$ cat config.mk
export PLATFORM = sky130hd
export DESIGN_NAME = t07_ssdec_spi_rx
export DESIGN_NICKNAME = d
export VERILOG_FILES = /design/src/rtl/t07_ssdec_pkg.sv /design/src/rtl/t07_ssdec_scan.sv /design/src/rtl/t07_ssdec_spi_rx.sv
export SDC_FILE = /design/constraint.sdc
export NUM_CORES = 1
export LEC_CHECK = 0
export CAP_MARGIN = 20
export CORE_ASPECT_RATIO = 0.5
export CORE_UTILIZATION = 60
export DETAILED_ROUTE_END_ITERATION = 7
export HOLD_SLACK_MARGIN = 0.03
export PLACE_DENSITY = 0.76
export SLEW_MARGIN = 20
export SYNTH_ARGS = -nofsm -noshare
export SYNTH_HDL_FRONTEND = slang
export SYNTH_SLANG_ARGS = --single-unit
$ cat constraint.sdc
create_clock -name clk -period 4.6 [get_ports clk]
set_input_delay 0.46 -clock clk [delete_from_list [all_inputs] [get_ports clk]]
set_output_delay 0.46 -clock clk [all_outputs]
set_load 0.01 [all_outputs]
$ cat src/rtl/t07_ssdec_pkg.sv
// Shared constants for the SPI-fed eight-digit seven-segment display receiver.
// The hex font table is only used when T07_SSDEC_HEXDECODE_EN is defined.
package t07_ssdec_pkg;

    localparam int FRAME_W    = 16;
    localparam int NUM_DIGITS = 8;
    localparam int BITCNT_SAT = FRAME_W + 1;

    localparam logic [7:0] ADDR_DIGIT_MAX = 8'h07;
    localparam logic [7:0] ADDR_CTRL      = 8'h0F;
    localparam logic [7:0] CTRL_RESET     = 8'h01;

    localparam int CTRL_DISP_EN  = 0;
    localparam int CTRL_HEX_MODE = 1;

    // Segment order {g,f,e,d,c,b,a}; element 0 is the glyph for nibble 0.
    localparam logic [15:0][6:0] HEX_FONT = {
        7'h71, 7'h79, 7'h5E, 7'h39, 7'h7C, 7'h77, 7'h6F, 7'h7F,
        7'h07, 7'h7D, 7'h6D, 7'h66, 7'h4F, 7'h5B, 7'h06, 7'h3F
    };

endpackage

$ cat src/rtl/t07_ssdec_scan.sv
// Digit scan: prescaler, scan index and registered anode/segment outputs.
// Font decoding is present only with T07_SSDEC_HEXDECODE_EN defined.
module t07_ssdec_scan
    import t07_ssdec_pkg::*;
#(
    parameter int SCAN_DIV = 1000
) (
    input  logic                  clk,
    input  logic                  rst,
    input  logic                  display_on,
`ifdef T07_SSDEC_HEXDECODE_EN
    input  logic                  hex_mode,
`endif
    input  logic [NUM_DIGITS-1:0][7:0] digits,
    output logic [7:0]            digit_an,
    output logic [7:0]            digit_seg
);

    logic [15:0] presc;
    logic [2:0]  idx;
    logic [7:0]  seg_next;

    always_ff @(posedge clk or posedge rst) begin
        if (rst) begin
            presc <= '0;
            idx   <= '0;
        end else if (presc == 16'(SCAN_DIV - 1)) begin
            presc <= '0;
            idx   <= idx + 3'd1;
        end else begin
            presc <= presc + 16'd1;
        end
    end

    always_comb begin
        seg_next = digits[idx];
`ifdef T07_SSDEC_HEXDECODE_EN
        if (hex_mode) begin
            seg_next = {digits[idx][7], HEX_FONT[digits[idx][3:0]]};
        end
`endif
    end

    // Outputs follow the index by one cycle; blanking never stops the scan.
    always_ff @(posedge clk or posedge rst) begin
        if (rst) begin
            digit_an  <= '0;
            digit_seg <= '0;
        end else if (display_on) begin
            digit_an  <= 8'd1 << idx;
            digit_seg <= seg_next;
        end else begin
            digit_an  <= '0;
            digit_seg <= '0;
        end
    end

endmodule

$ cat src/rtl/t07_ssdec_spi_rx.sv
// SPI-mode-0 receiver writing eight digit registers and a control register,
// driving a scanned display. Optional font decode: T07_SSDEC_HEXDECODE_EN.
module t07_ssdec_spi_rx
    import t07_ssdec_pkg::*;
#(
    parameter int SCAN_DIV = 1000
) (
    input  logic       clk,
    input  logic       rst,
    input  logic       en,
    input  logic       ssdec_sck,
    input  logic       ssdec_sdi,
    input  logic       ssdec_ss,
    output logic [7:0] digit_seg,
    output logic [7:0] digit_an,
    output logic       frame_valid,
    output logic       frame_err
);

    logic [1:0] sck_sync, sdi_sync, ss_sync;
    logic       sck_prev, ss_prev;
    logic       sck_s, sdi_s, ss_s;
    logic       sck_rise, ss_fall, ss_rise;

    logic [FRAME_W-1:0] shift_reg;
    logic [4:0]         bit_cnt;
    logic               frame_active;

    logic [NUM_DIGITS-1:0][7:0] digits;
    logic [7:0]                 ctrl;

    logic [7:0] addr, data;
    logic       addr_digit, addr_ctrl, commit, reject;

    always_ff @(posedge clk or posedge rst) begin
        if (rst) begin
            sck_sync <= 2'b00;
            sdi_sync <= 2'b00;
            ss_sync  <= 2'b11;
            sck_prev <= 1'b0;
            ss_prev  <= 1'b1;
        end else begin
            sck_sync <= {sck_sync[0], ssdec_sck};
            sdi_sync <= {sdi_sync[0], ssdec_sdi};
            ss_sync  <= {ss_sync[0], ssdec_ss};
            sck_prev <= sck_sync[1];
            ss_prev  <= ss_sync[1];
        end
    end

    assign sck_s    = sck_sync[1];
    assign sdi_s    = sdi_sync[1];
    assign ss_s     = ss_sync[1];
    assign sck_rise = sck_s & ~sck_prev;
    assign ss_fall  = ~ss_s & ss_prev;
    assign ss_rise  = ss_s & ~ss_prev;

    assign addr       = shift_reg[15:8];
    assign data       = shift_reg[7:0];
    assign addr_digit = (addr <= ADDR_DIGIT_MAX);
    assign addr_ctrl  = (addr == ADDR_CTRL);

    // Only frames opened by an ss fall seen while enabled can end in commit or error.
    assign commit = en & frame_active & ss_rise & (bit_cnt == 5'(FRAME_W))
                  & (addr_digit | addr_ctrl);
    assign reject = en & frame_active & ss_rise & ~commit;

    always_ff @(posedge clk or posedge rst) begin
        if (rst) begin
            shift_reg    <= '0;
            bit_cnt      <= '0;
            frame_active <= 1'b0;
        end else if (!en) begin
            bit_cnt      <= '0;
            frame_active <= 1'b0;
        end else begin
            if (ss_fall) begin
                bit_cnt      <= '0;
                frame_active <= 1'b1;
            end else if (!ss_s && sck_rise) begin
                shift_reg <= {shift_reg[FRAME_W-2:0], sdi_s};
                if (bit_cnt != 5'(BITCNT_SAT)) begin
                    bit_cnt <= bit_cnt + 5'd1;
                end
            end
            if (ss_rise) begin
                frame_active <= 1'b0;
            end
        end
    end

    always_ff @(posedge clk or posedge rst) begin
        if (rst) begin
            digits <= '0;
            ctrl   <= CTRL_RESET;
        end else if (commit) begin
            if (addr_digit) begin
                digits[addr[2:0]] <= data;
            end else begin
                ctrl <= data;
            end
        end
    end

    always_ff @(posedge clk or posedge rst) begin
        if (rst) begin
            frame_valid <= 1'b0;
            frame_err   <= 1'b0;
        end else begin
            frame_valid <= commit;
            frame_err   <= reject;
        end
    end

`ifdef T07_SSDEC_HEXDECODE_EN
    logic unused_ctrl_bits;
    assign unused_ctrl_bits = ^ctrl[7:2];
`else
    logic unused_ctrl_bits;
    assign unused_ctrl_bits = ^ctrl[7:1];
`endif

    t07_ssdec_scan #(
        .SCAN_DIV (SCAN_DIV)
    ) u_scan (
        .clk        (clk),
        .rst        (rst),
        .display_on (ctrl[CTRL_DISP_EN] & en),
`ifdef T07_SSDEC_HEXDECODE_EN
        .hex_mode   (ctrl[CTRL_HEX_MODE]),
`endif
        .digits     (digits),
        .digit_an   (digit_an),
        .digit_seg  (digit_seg)
    );

endmodule

[After elaboration in Yosys (flattened, before gate mapping)]
Index checks and enable logic that the tools add are counted.
Storage, ports and cells
  bits in registers: 132
  memory bits (read-only): 0
  memories kept: 0
  input bits: 6
  latch bits: 0
  output and inout bits: 18
  bits in writable memories: 0
Cells by class
  $lt $le $gt $ge: 4
  multiplexer cells: 15
  bitwise operators: 16
  $mul: 0
  divide/modulo/power cells: 0
  eq/ne operators: 7
  reductions and logical operators: 7
  shifts and indexed selects: 1
  add/subtract/negate cells: 3
Operators by type and width (number)
  $bwmux W64: 1
  $mux W8: 4
  $bmux W8 S3: 1
  $demux W8 S3: 1
  $mux W5: 4
  $add A16 B1 Y16 const B: 1
  $eq A16 B10 Y1 const B: 1
  $mux W16: 1
  $and A1 B1 Y1: 9
  $ne A3 B1 Y1 const B: 3
  $eq A8 B4 Y1 const B: 1
  $le A8 B3 Y1 const B: 1
  $lt A3 B4 Y1 const B: 2
  $shl A1 B3 Y8 const A: 1
  $not A1 Y1: 6
  $reduce_and A2 Y1: 3
  $add A5 B1 Y5 const B: 1
  $eq A5 B5 Y1 const B: 1
  $ne A5 B5 Y1 const B: 1
  $add A3 B1 Y3 const B: 1
  $ge A3 B1 Y1 const B: 1
  $mux W1: 3
  $reduce_and A3 Y1: 1
  $logic_and A1 B1 Y1: 2
  2 further kinds: 2

[Depth between registers and ports, before layout]
Gate-level depths: netlist (run 1).
  word-level depth: 7
  depth in mapped cells: 7

[By module]
Synthesis (run 1) repeated with hierarchy kept, for this count alone.
Unflattened totals
  cells, all modules: 427
  area, all modules: 5845.6 sq um
By module, submodules not included
  t07_ssdec_spi_rx: sequential area each 2432.3 sq um, times used 1, cells an instance 243, area each 3817.4 sq um
  t07_ssdec_scan: sequential area each 875.8 sq um, times used 1, cells an instance 184, area each 2028.2 sq um

[Worst setup path after synthesis (run 1)]
Ideal clock, no wire load.
  kind: reg-to-reg
  start point: reg bit_cnt[0]
  end point: reg digits[10] in the netlist's numbering
  arrival time: 2.020 ns
  data required time: 4.475 ns
  clock period less this slack: 2.145 ns
  buffers on the path: 1
  cell stages (with the launch flop): 8
  setup slack: 2.455 ns
  path through: dfrtp_1 > inv_1 > ha_1 > or4b_4 > nor3_2 > and3_1 > buf_2 > mux2_2
Between the ends
  word-level cells in the longest chain between the ends: 4
Ends and longest elaborated chain
  start, declared: line t07_ssdec_spi_rx.sv:26  | logic [4:0] bit_cnt;
  start signal, assigned: line t07_ssdec_spi_rx.sv:83  | bit_cnt <= bit_cnt + 5'd1;
  $eq A5 B5 Y1: line t07_ssdec_spi_rx.sv:64  | assign commit = en & frame_active & ss_rise & (bit_cnt == 5'(FRAME_W))
  $and A1 B1 Y1: line t07_ssdec_spi_rx.sv:64
  $and A1 B1 Y1: line t07_ssdec_spi_rx.sv:65  | & (addr_digit | addr_ctrl);
  $reduce_and A2 Y1 (no source line)
  end signal, assigned by index: line t07_ssdec_spi_rx.sv:98  | digits[addr[2:0]] <= data;
  end, declared: line t07_ssdec_spi_rx.sv:29  | logic [NUM_DIGITS-1:0][7:0] digits;
Every way passes these cells.
A chain may end at the register's enable or synchronous reset.

[Final worst setup path (run 1)]
  start point: reg bit_cnt[0]
  end point: reg digits[9] in the netlist's numbering
The elaborated chain is that of the path after synthesis.

==> Flow_metrics.wiki, run 1 <==
{| class="wikitable"
! Metric !! Value
|-
| Antenna-violating nets left || 0
|-
| FF/Latch Area || ~3300 µm²
|-
| Startpoint kind of the worst setup timing path || flop
|-
| Pin count of the biggest net entering global routing || 62
|-
| Synth top area share || a little under three fifths
|-
| Synth Area per Inst || ~14 µm²
|-
| Row cnt || 24
|-
| Syn Nets || 413
|-
| Area overhead of the layout relative to synthesis || 16.5%
|-
| Number of levels the H-tree was split into || 4
|-
| Violated checks || design-rule violations
|-
| Area contributors post-synth || sky130_fd_sc_hd__dfrtp_1, sky130_fd_sc_hd__mux2_2, sky130_fd_sc_hd__mux4_2
|-
| CTS clk-pin slew, worst paths || about 60 ps
|-
| Area of the multi-input gates || between 2000 and 2500 µm²
|-
| Worst slew pin tran || 948 ps
|-
| Post-cts gate resize count || 0
|-
| Worst setup skew after layout || 8.47 ps
|-
| Number of vias in the routed layout || ~3,300
|-
| CP max FO || 8
|-
| Final hold viol count || 0
|-
| Area of the core || between 8000 and 9000 µm²
|-
| Final setup violation count || 0
|-
| Grt total ovfl || 0
|-
| Final #Nets || 440
|-
| Post-route clock period utilization || between 50% and 60%
|-
| Run status || finished with violations
|-
| Total global-route track usage || between 20% and 30%
|-
| Sum of net half-perimeters after detailed placement || roughly 7400 µm
|-
| Final cell area excluding filler cells || about 6500 µm²
|-
| Hold bufs inserted after CTS || 0
|-
| Remaining design rule violation count || 3
|-
| 1st-iter DRT viols || ~220
|-
| Global-route wire length before repair || 19,400 µm
|-
| Fraction of the yosys area taken by sequential cells || slightly below 60%
|-
| Slew HR || between 30% and 40%
|-
| Maxcap violations || 0
|-
| Category of the worst setup path capture point || flop
|-
| I/O pin count || 24
|-
| Clock tree from TritonCTS || built
|-
| Fraction of registers with async set or reset after synthesis || 100%
|-
| Number of I/O port buffers || 23
|-
| Skew-Pair Late Insertion Delay || roughly 400 ps
|-
| Arrival time of data at the critical path endpoint || around 2900 ps
|-
| Post-synth design cell area || roughly 5600 µm²
|-
| Top cell type by total area after synthesis || sky130_fd_sc_hd__dfrtp_1
|-
| Via count of the first global-routing pass || about 3,600
|-
| Total Power || 0.00259 W
|-
| Top-count cell post-synth || sky130_fd_sc_hd__dfrtp_1
|-
| Maximum clock rate || approximately 0.39 GHz
|-
| Post-placement worst setup slack || around 2000 ps
|-
| Flip-flop count of the largest register, all copies and words added || between 60 and 70
|-
| Number of clock sinks seen by CTS || about 130
|-
| Worst Hold Class || reg2reg
|-
| Instance count of the mapped netlist || roughly 400
|-
| Most used flip-flop cell after synthesis || sky130_fd_sc_hd__dfrtp_1
|-
| Initial standard-cell utilization of the core || between 60% and 70%
|-
| Total clock buffers created by CTS || 17
|-
| Total of flip-flops plus latches after synthesis || around 130
|-
| Sum of routed wire length over all layers || roughly 12,000 µm
|-
| GP Congestion || about 0.80
|-
| Number of search-and-repair iterations in the first detailed-routing pass || 6
|-
| CTS max path bufs || 2
|-
| # fillers || approximately 540
|-
| Total Die Area || 9760 µm²
|-
| Antenna violations before repair || 0
|-
| Tmin final || 2570 ps
|-
| Antenna cell count || 0
|-
| Number of max-slew violations in the final report || 0
|-
| Wire per inst || 20.9 µm
|-
| Unique cell type count in the Yosys netlist || 37
|-
| Share of final-layout standard cells stronger than drive strength 1 || about a third
|-
| Leakage dissipation || 3.07 nW
|-
| Clock tree root buffer cell || sky130_fd_sc_hd__clkbuf_16
|-
| Area post-placement || slightly below 6000 µm²
|-
| Die width || 139 µm
|-
| Yosys warns || 0
|-
| Height of the chip || 70.4 µm
|-
| Setup repair after global routing missed its margin || no
|-
| Number of buffers added for setup after CTS || 0
|-
| Most frequent cells after synthesis || sky130_fd_sc_hd__dfrtp_1, sky130_fd_sc_hd__mux2_2, sky130_fd_sc_hd__nand2_1, sky130_fd_sc_hd__mux4_2, sky130_fd_sc_hd__nor2_1
|-
| Number of enable-type register cells in the synthesized netlist || 0
|-
| Start-to-end type of the worst setup path || reg2reg
|-
| Total power density per cell area || just under 400 nW/µm²
|-
| Via density per instance || between 5 and 6
|-
| Required @ worst endpoint || 4890 ps
|-
| Final core area utilization || between 70 and 80%
|-
| Sum Neg Setup Slack || 0 ps
|-
| Largest voltage drop on the vdd net || between 200 and 300 µV
|-
| Setup ws final || ~2000 ps
|}
==> final cells by class <==
cell class | instances | area share (%)
flip-flops and latches | 132 | 50.6
clock buffers | 22 | 7.26
well taps | 117 | 2.24
repair buffers | 26 | 4.17
inverters | 10 | 0.613
multi-input cells | 237 | 33.5
clock inverters | 9 | 1.59
==> worst max-delay path: stages (launching register included) <==
cell,delay [ps]
sky130_fd_sc_hd__dfrtp_1,430
sky130_fd_sc_hd__inv_1,80
sky130_fd_sc_hd__ha_1,140
sky130_fd_sc_hd__or4b_4,500
sky130_fd_sc_hd__nor3_2,390
sky130_fd_sc_hd__and3_1,510
sky130_fd_sc_hd__mux2_2,410
==> path summary, 6_finish.rpt <==
check / slack, ps / depth (start not counted) / start / endpoint
setup / recovery: 2030 / 6 / bit_cnt[0] / digits[9]
hold / removal: 350 / 0 / sck_sync[0] / sck_sync[1]
setup reg to reg: 2030 / 6 / bit_cnt[0] / digits[9]
hold reg to reg: 350 / 0 / sck_sync[0] / sck_sync[1]
max in group asynchronous: 3060 / 3 / rst / ss_sync[1]
min in group asynchronous: 550 / 2 / rst / u_scan.digit_an[4]
==> placed cells by master, fill, tap and decap left out, types with 3 or more instances in the layout <==
master | Yosys | routed
sky130_fd_sc_hd__nand2_1 | 24 | 24
sky130_fd_sc_hd__mux2_2 | 80 | 80
sky130_fd_sc_hd__and2_1 | 4 | 4
sky130_fd_sc_hd__a21oi_1 | 9 | 9
sky130_fd_sc_hd__mux4_2 | 16 | 16
sky130_fd_sc_hd__dfstp_2 | 4 | 4
sky130_fd_sc_hd__nand4_1 | 8 | 8
sky130_fd_sc_hd__dfrtp_1 | 128 | 128
sky130_fd_sc_hd__clkdlybuf4s50_1 | 0 | 23
sky130_fd_sc_hd__nor3_1 | 4 | 4
sky130_fd_sc_hd__inv_1 | 10 | 9
sky130_fd_sc_hd__nand2_2 | 4 | 4
sky130_fd_sc_hd__ha_1 | 10 | 10
sky130_fd_sc_hd__xnor2_1 | 13 | 13
sky130_fd_sc_hd__nor3b_1 | 4 | 4
sky130_fd_sc_hd__nand3_1 | 8 | 8
sky130_fd_sc_hd__clkbuf_16 | 0 | 17
sky130_fd_sc_hd__clkinv_2 | 0 | 4
sky130_fd_sc_hd__nor2_1 | 16 | 16
sky130_fd_sc_hd__clkbuf_8 | 0 | 3
sky130_fd_sc_hd__and3_1 | 13 | 13
sky130_fd_sc_hd__xor2_1 | 5 | 5
==> cells by family after synthesis <==
family                     count (synthesis)  share of synthesized area (%)
xor gates and xnor gates                  18                           2.81
muxes                                    100                           23.2
and+or+nand+nor                           96                           9.43
adders and majority gates                 10                           2.23
buffers and inverters                     28                           2.03
AOI/OAI and AO/OA                         13                           1.29
DFF                                      132                           59.0
==> power by group <==
part	switching, W	internal, W
Combinational	0.0000321	0.0000197
Sequential	0.0000406	0.00118
Clock	0.000479	0.000835
Total	0.000552	0.00203
==> stage by stage <==
stage               hold WS, ps  std cells
floorplan                   331        397
global placement            338        521
detailed placement          342        522
CTS                         355        553
global route                366        553
finish                      353        553
==> metal layers <==
metal	global-route usage [%]	vias up	routed length, µm
met2	45.1	91	5720
met5	0	-	0
met3	8.23	19	795
met4	10.0	0	154
met1	34.7	1723	4920
li1	-	1465	-
Power figures use the tool's default switching activity.
==> run 2, diff against run 1 <==
- clock period: 4.6 -> 2.5 ns (I/O delays scaled with it)
==> run 2 against run 1 <==
Compared with the run above: the flow still finishes with violations (design-rule violations); combinational power rose by 97%; die area did not move; critical endpoint is now digits[45]; largest cell class unchanged; wire length fell by 4.0%; power rose by 99%; critical path type unchanged; sequential power rose by 83%; clock power rose by 110%; register-to-register slack got worse by 1900 ps; sequential cell count did not move; clock skew fell by 3.6 ps; count of clock-buffer cells in the layout did not move; worst hold slack got worse by 100 ps.
==> Flow_metrics.wiki, run 2 (synthesized netlist as in run 1, its figures left out) <==
{| class="wikitable"
! Metric !! Value
|-
| Run status || finished with violations
|-
| Violated checks || design-rule violations
|-
| CP max FO || 8
|-
| Worst slew pin tran || approximately 560 ps
|-
| Maximum clock rate || roughly 0.43 GHz
|-
| Clock tree from TritonCTS || built
|-
| Post-placement worst setup slack || 74.0 ps
|-
| Most used cells in the layout excluding fill and tap cells || sky130_fd_sc_hd__dfrtp_1, sky130_fd_sc_hd__mux2_2, sky130_fd_sc_hd__nand2_1
|-
| Number of levels the H-tree was split into || 4
|-
| Maxcap violations || 0
|-
| Pin count of the biggest net entering global routing || 72
|-
| Routing layer with the top usage in global route || met2
|-
| Share of final-layout standard cells stronger than drive strength 1 || 33.8%
|-
| Area overhead of the layout relative to synthesis || 19.5%
|-
| Wire per inst || between 15 and 20 µm
|-
| Leakage dissipation || ~3.2 nW
|-
| Slew HR || 62.4%
|-
| CTS clk-pin slew, worst paths || around 50 ps
|-
| Total Power || just over 0.005 W
|-
| CP bufs+invs || 2
|-
| Flip-flop count of the largest register, all copies and words added || 64
|-
| Setup ws final || between 150 and 200 ps
|-
| Met1 track demand over resource || about a third
|-
| Fraction of power consumed by sequential logic || between 40% and 50%
|-
| Category of the worst setup path capture point || flop
|-
| Gate family responsible for the most delay along the worst path || simple AND/OR/NAND/NOR gates
|-
| Final setup violation count || 0
|-
| CTS max path bufs || 2
|-
| Clock tree root buffer cell || sky130_fd_sc_hd__clkbuf_16
|-
| Total clock buffers created by CTS || 17
|-
| Total power density per cell area || roughly 770 nW/µm²
|-
| Required @ worst endpoint || about 2800 ps
|-
| Global-route track usage on met2 || 42.6%
|-
| Internal power summed over all cells || just over 0.004 W
|-
| Startpoint kind of the worst setup timing path || flop
|-
| Antenna-violating nets left || 0
|-
| Total Die Area || just under 10,000 µm²
|-
| # fillers || ~540
|-
| Remaining design rule violation count || 2
|-
| GP Congestion || approximately 0.81
|-
| Sum of net half-perimeters after detailed placement || approximately 7100 µm
|-
| Post-route insts no fill || between 500 and 600
|-
| Antenna violations before repair || 0
|-
| Via count of the first global-routing pass || about 3,600
|-
| Hold bufs inserted after CTS || 0
|-
| Switching fraction of total power || 19.2%
|-
| Number of I/O port buffers || 23
|-
| Cell count after placement || between 500 and 600
|-
| Total global-route track usage || 25.7%
|-
| Tmin final || around 2300 ps
|-
| I/O pin count || 24
|-
| Delay contributed by the slowest stage of the critical path || around 480 ps
|-
| CP max stage cell || sky130_fd_sc_hd__or4b_4
|-
| Cell chain of the critical path || inv_1 -> ha_1 -> or4b_4 -> nor3_2 -> and3_1 -> buf_12 -> mux2_2
|-
| Commonest non-fill, non-tap cell in the layout || sky130_fd_sc_hd__dfrtp_1
|-
| Area of the core || 8890 µm²
|-
| Worst Hold Class || in2reg
|-
| Sum Neg Setup Slack || 0 ps
|-
| Worst hold margin || 252 ps
|-
| Die width || around 140 µm
|-
| Number of max-slew violations in the final report || 0
|-
| Global routing met3 resource utilization || just over 7%
|-
| Worst setup skew after layout || a little under 5 ps
|-
| Start-to-end type of the worst setup path || reg2reg
|-
| Height of the chip || 70.4 µm
|-
| Power spent charging and discharging nets || between 0.0009 and 0.001 W
|-
| Final #Nets || between 400 and 500
|-
| Final hold viol count || 0
|-
| Initial standard-cell utilization of the core || approximately 63%
|-
| 1st-iter DRT viols || roughly 200
|-
| Via density per instance || 5.88
|-
| Fraction of power consumed by combinational cells || 2.0%
|-
| Skew-Pair Late Insertion Delay || roughly 400 ps
|-
| Row cnt || 24
|-
| Number of search-and-repair iterations in the first detailed-routing pass || 6
|-
| Number of clock sinks seen by CTS || around 130
|-
| Antenna cell count || 0
|-
| Setup repair after global routing missed its margin || no
|-
| Global-route wire length before repair || 18,400 µm
|-
| Largest voltage drop on the vdd net || ~550 µV
|-
| Sum of routed wire length over all layers || 11,100 µm
|-
| Post-route clock period utilization || 93.4%
|-
| Arrival time of data at the critical path endpoint || ~2600 ps
|-
| Number of vias in the routed layout || 3,298
|-
| Grt total ovfl || 0
|-
| Clk pwr share || 54.6%
|}
## run 2: cell count changes in the layout (fill, tap and decap cells not counted), sizes merged
cell / before / now
buf: 3 / 10
bufinv: 2 / 6
clkinv: 5 / 4
clkinvlp: 2 / 1
inv: 10 / 9
## run 2: stage by stage
| stage | util (%) | area [µm²] |
|---|---|---|
| 6_report | 75.4 | 6700 |
| 5_1_grt | 75.4 | 6700 |
| 2_1_floorplan | - | 5610 |
| 4_1_cts | 75.4 | 6700 |
| 3_5_place_dp | 67.8 | 6030 |
| 3_3_place_gp | 67.8 | 6030 |
## run 2: timing repair
item,CTS,global route
setup buffers,0,0
endpoints found under the setup margin,0,16
resized for setup,0,2
## run 2: worst reg2reg max path, stage by stage, from the launching register on
cell and delay [ps]:
sky130_fd_sc_hd__dfrtp_1 430, sky130_fd_sc_hd__inv_1 80, sky130_fd_sc_hd__ha_1 130, sky130_fd_sc_hd__or4b_4 480, sky130_fd_sc_hd__nor3_2 320, sky130_fd_sc_hd__and3_1 270, sky130_fd_sc_hd__buf_12 160, sky130_fd_sc_hd__mux2_2 350
## run 2: path summary, 6_finish.rpt
check | depth (start not counted) | slack [ps] | end | start
min in group asynchronous | 3 | 310 | u_scan.digit_an[4] | rst
hold / removal | 1 | 250 | ss_sync[0] | ssdec_ss
hold reg to reg | 0 | 350 | sck_sync[1] | sck_sync[0]
setup reg to reg | 7 | 160 | digits[45] | bit_cnt[0]
setup / recovery | 7 | 160 | digits[45] | bit_cnt[0]
max in group asynchronous | 3 | 1850 | digits[1] | rst
## run 2: power by group through the flow
stage | combinational [W] | sequential, W | clock, W
floorplan | 0.000110 | 0.00222 | 0
global placement | 0.000100 | 0.00227 | 0
detailed placement | 0.000105 | 0.00227 | 0
CTS | 0.000106 | 0.00223 | 0.00285
global route | 0.000116 | 0.00224 | 0.00294
finish | 0.000102 | 0.00223 | 0.00281
## run 2: per-layer routing
metal / share of wire [%] / vias up
met5: 0 / -
met4: 1.4 / 0
met3: 4.7 / 13
met2: 49 / 69
met1: 45 / 1743
li1: - / 1473
## run 2: cell type report
class | instances | area (µm²) | share of cell area (%)
Clock inverter | 10 | 200 | 2.99
Inverter | 10 | 41.3 | 0.616
Multi-Input combinational cell | 237 | 2190 | 32.7
Clock buffer | 22 | 474 | 7.07
Timing Repair Buffer | 33 | 343 | 5.11
Tap cell | 117 | 146 | 2.18
Sequential cell | 132 | 3310 | 49.3
==> run 3, diff against run 2 <==
- CORE_UTILIZATION: 60 -> 65
- PLACE_DENSITY: 0.76 -> 0.82
- SLEW_MARGIN: 20 -> 10
- clock period: 2.5 -> 3 ns (I/O delays scaled with it)
==> run 3 against run 2 <==
Compared with the run above: the run now ends clean; sequential power is 16% lower; via count is 1.8% higher; global-route usage is 3.3 points higher; sequential cell count stayed put; largest power group unchanged.
==> Flow_metrics.wiki, run 3 (synthesized netlist as in run 1, its figures left out) <==
{| class="wikitable"
! Metric !! Value
|-
| Run status || finished, final reports clean
|-
| Total power density per cell area || between 600 and 700 nW/µm²
|-
| CTS clk-pin slew, worst paths || 60 ps
|-
| Skew-Pair Late Insertion Delay || approximately 410 ps
|-
| Start point of the worst hold path || ssdec_ss
|-
| Met1 track demand over resource || 35.9%
|-
| Worst Hold Class || in2reg
|-
| Flip-flop count of the largest register, all copies and words added || 64
|-
| Row cnt || 23
|-
| Total Die Area || roughly 9000 µm²
|-
| Area of the core || 8170 µm²
|-
| Total global-route track usage || between 20% and 30%
|-
| Maxcap violations || 0
|-
| Via density per instance || roughly 6.1
|-
| Share of final-layout standard cells stronger than drive strength 1 || between 30% and 40%
|-
| CP max stage cell || sky130_fd_sc_hd__and3_1
|-
| Worst reg-to-reg path cell count || 6
|-
| Final core area utilization || 79.7%
|-
| Most used cells in the layout excluding fill and tap cells || sky130_fd_sc_hd__dfrtp_1, sky130_fd_sc_hd__mux2_2, sky130_fd_sc_hd__nand2_1
|-
| Commonest non-fill, non-tap cell in the layout || sky130_fd_sc_hd__dfrtp_1
|-
| Number of I/O port buffers || 23
|-
| CP max FO || 8
|-
| Pin count of the biggest net entering global routing || between 100 and 150
|-
| Endpoint of the lowest-slack register-to-register path || digits[41]
|-
| Startpoint kind of the worst setup timing path || flop
|-
| Hold bufs inserted after CTS || 0
|-
| Via count of the first global-routing pass || about 3,600
|-
| Cell chain of the critical path || inv_1 -> ha_1 -> or4b_4 -> nor3_2 -> and3_1 -> mux2_2
|-
| Number of buffers added for setup after CTS || 0
|-
| Sum of net half-perimeters after detailed placement || 7270 µm
|-
| 1st-iter DRT viols || between 200 and 300
|-
| Antenna cell count || 0
|-
| Area overhead of the layout relative to synthesis || 16.1%
|-
| Clock tree from TritonCTS || built
|-
| Required @ worst endpoint || around 3300 ps
|-
| Die width || roughly 130 µm
|-
| Flop-to-flop setup slack || around 410 ps
|-
| Final hold viol count || 0
|-
| Number of stages on the worst hold path || 1
|-
| Leakage dissipation || 3.06 nW
|-
| Clock tree root buffer cell || sky130_fd_sc_hd__clkbuf_16
|-
| Initial standard-cell utilization of the core || between 60% and 70%
|-
| Maximum clock rate || roughly 0.39 GHz
|-
| I/O pin count || 24
|-
| Number of search-and-repair iterations in the first detailed-routing pass || 4
|-
| FF/Latch Area || around 3300 µm²
|-
| Final setup violation count || 0
|-
| Slew HR || 38.8%
|-
| Wire per inst || about 21 µm
|-
| Number of vias in the routed layout || between 3,000 and 4,000
|-
| Sum Neg Setup Slack || 0 ps
|-
| Number of max-slew violations in the final report || 0
|-
| Area of the multi-input gates || 2190 µm²
|-
| Final #Nets || roughly 440
|-
| Sum of routed wire length over all layers || roughly 12,000 µm
|-
| Delay contributed by the slowest stage of the critical path || between 500 and 600 ps
|-
| Global-route track usage on met2 || ~48%
|-
| Post-route clock period utilization || a little under nine tenths
|-
| Remaining design rule violation count || 0
|-
| Post-cts gate resize count || 0
|-
| GP Congestion || slightly below 0.9
|-
| Height of the chip || slightly below 70 µm
|-
| Largest voltage drop on the vdd net || a little over 500 µV
|-
| Routing layer with the top usage in global route || met2
|-
| Global-route wire length before repair || 18,700 µm
|-
| Number of levels the H-tree was split into || 4
|-
| Gate family responsible for the most delay along the worst path || simple AND/OR/NAND/NOR gates
|-
| Worst slew pin tran || between 900 and 1000 ps
|-
| Grt total ovfl || 0
|-
| CTS max path bufs || 2
|-
| Start-to-end type of the worst setup path || reg2reg
|-
| Global routing met3 resource utilization || approximately a tenth
|-
| # fillers || between 400 and 500
|-
| Arrival time of data at the critical path endpoint || about 2900 ps
|-
| Category of the worst setup path capture point || flop
|-
| Destination of the worst hold path || ss_sync[0]
|-
| Antenna-violating nets left || 0
|-
| Reg2Reg Launch Point || bit_cnt[1]
|-
| Antenna violations before repair || 2
|-
| Total clock buffers created by CTS || 17
|-
| Setup repair after global routing missed its margin || no
|-
| CP bufs+invs || 1
|-
| Number of clock sinks seen by CTS || around 130
|-
| Worst setup skew after layout || 7.69 ps
|-
| Tmin final || 2590 ps
|}
## run 3: how the worst max path moves through the flow
stage	start	endpoint	slack (ps)	cells past startpoint
finish	bit_cnt[1]	digits[41]	410	6
global route	bit_cnt[1]	digits[40]	310	6
CTS	bit_cnt[1]	digits[41]	460	6
detailed placement	en	digits[26]	420	5
global placement	en	digits[42]	530	5
floorplan	bit_cnt[0]	digits[10]	850	7
## run 3: report_power, final
| group | total, W | internal (W) | switching (W) |
|---|---|---|---|
| logic | 0.0000804 | 0.0000315 | 0.0000489 |
| clock network | 0.00196 | 0.00122 | 0.000743 |
| registers | 0.00187 | 0.00181 | 0.0000611 |
| total | 0.00391 | 0.00306 | 0.000853 |
## run 3: routing by layer
metal | vias up | wire length (µm)
met5 | - | 9
met3 | 25 | 751
met1 | 1740 | 4970
met4 | 2 | 184
met2 | 118 | 5640
li1 | 1474 | -
## run 3: layout make-up
cell class	count	area share, %
clock inverter	9	1.19
sequential	132	50.8
tap	112	2.15
timing repair buffer	27	4.19
multi-input combinational	237	33.6
inverter	10	0.634
clock buffer	23	7.49
## run 3: through the flow
step	area [µm²]	std cells	worst slack (ps)	total power (W)	hold slack, ps
finish	6520	550	414	0.00391	289
global route	6520	550	309	0.00401	280
CTS	6520	550	459	0.00393	281
detailed placement	5950	518	419	0.00198	342
global placement	5950	518	529	0.00197	337
floorplan	5610	397	855	0.00194	304
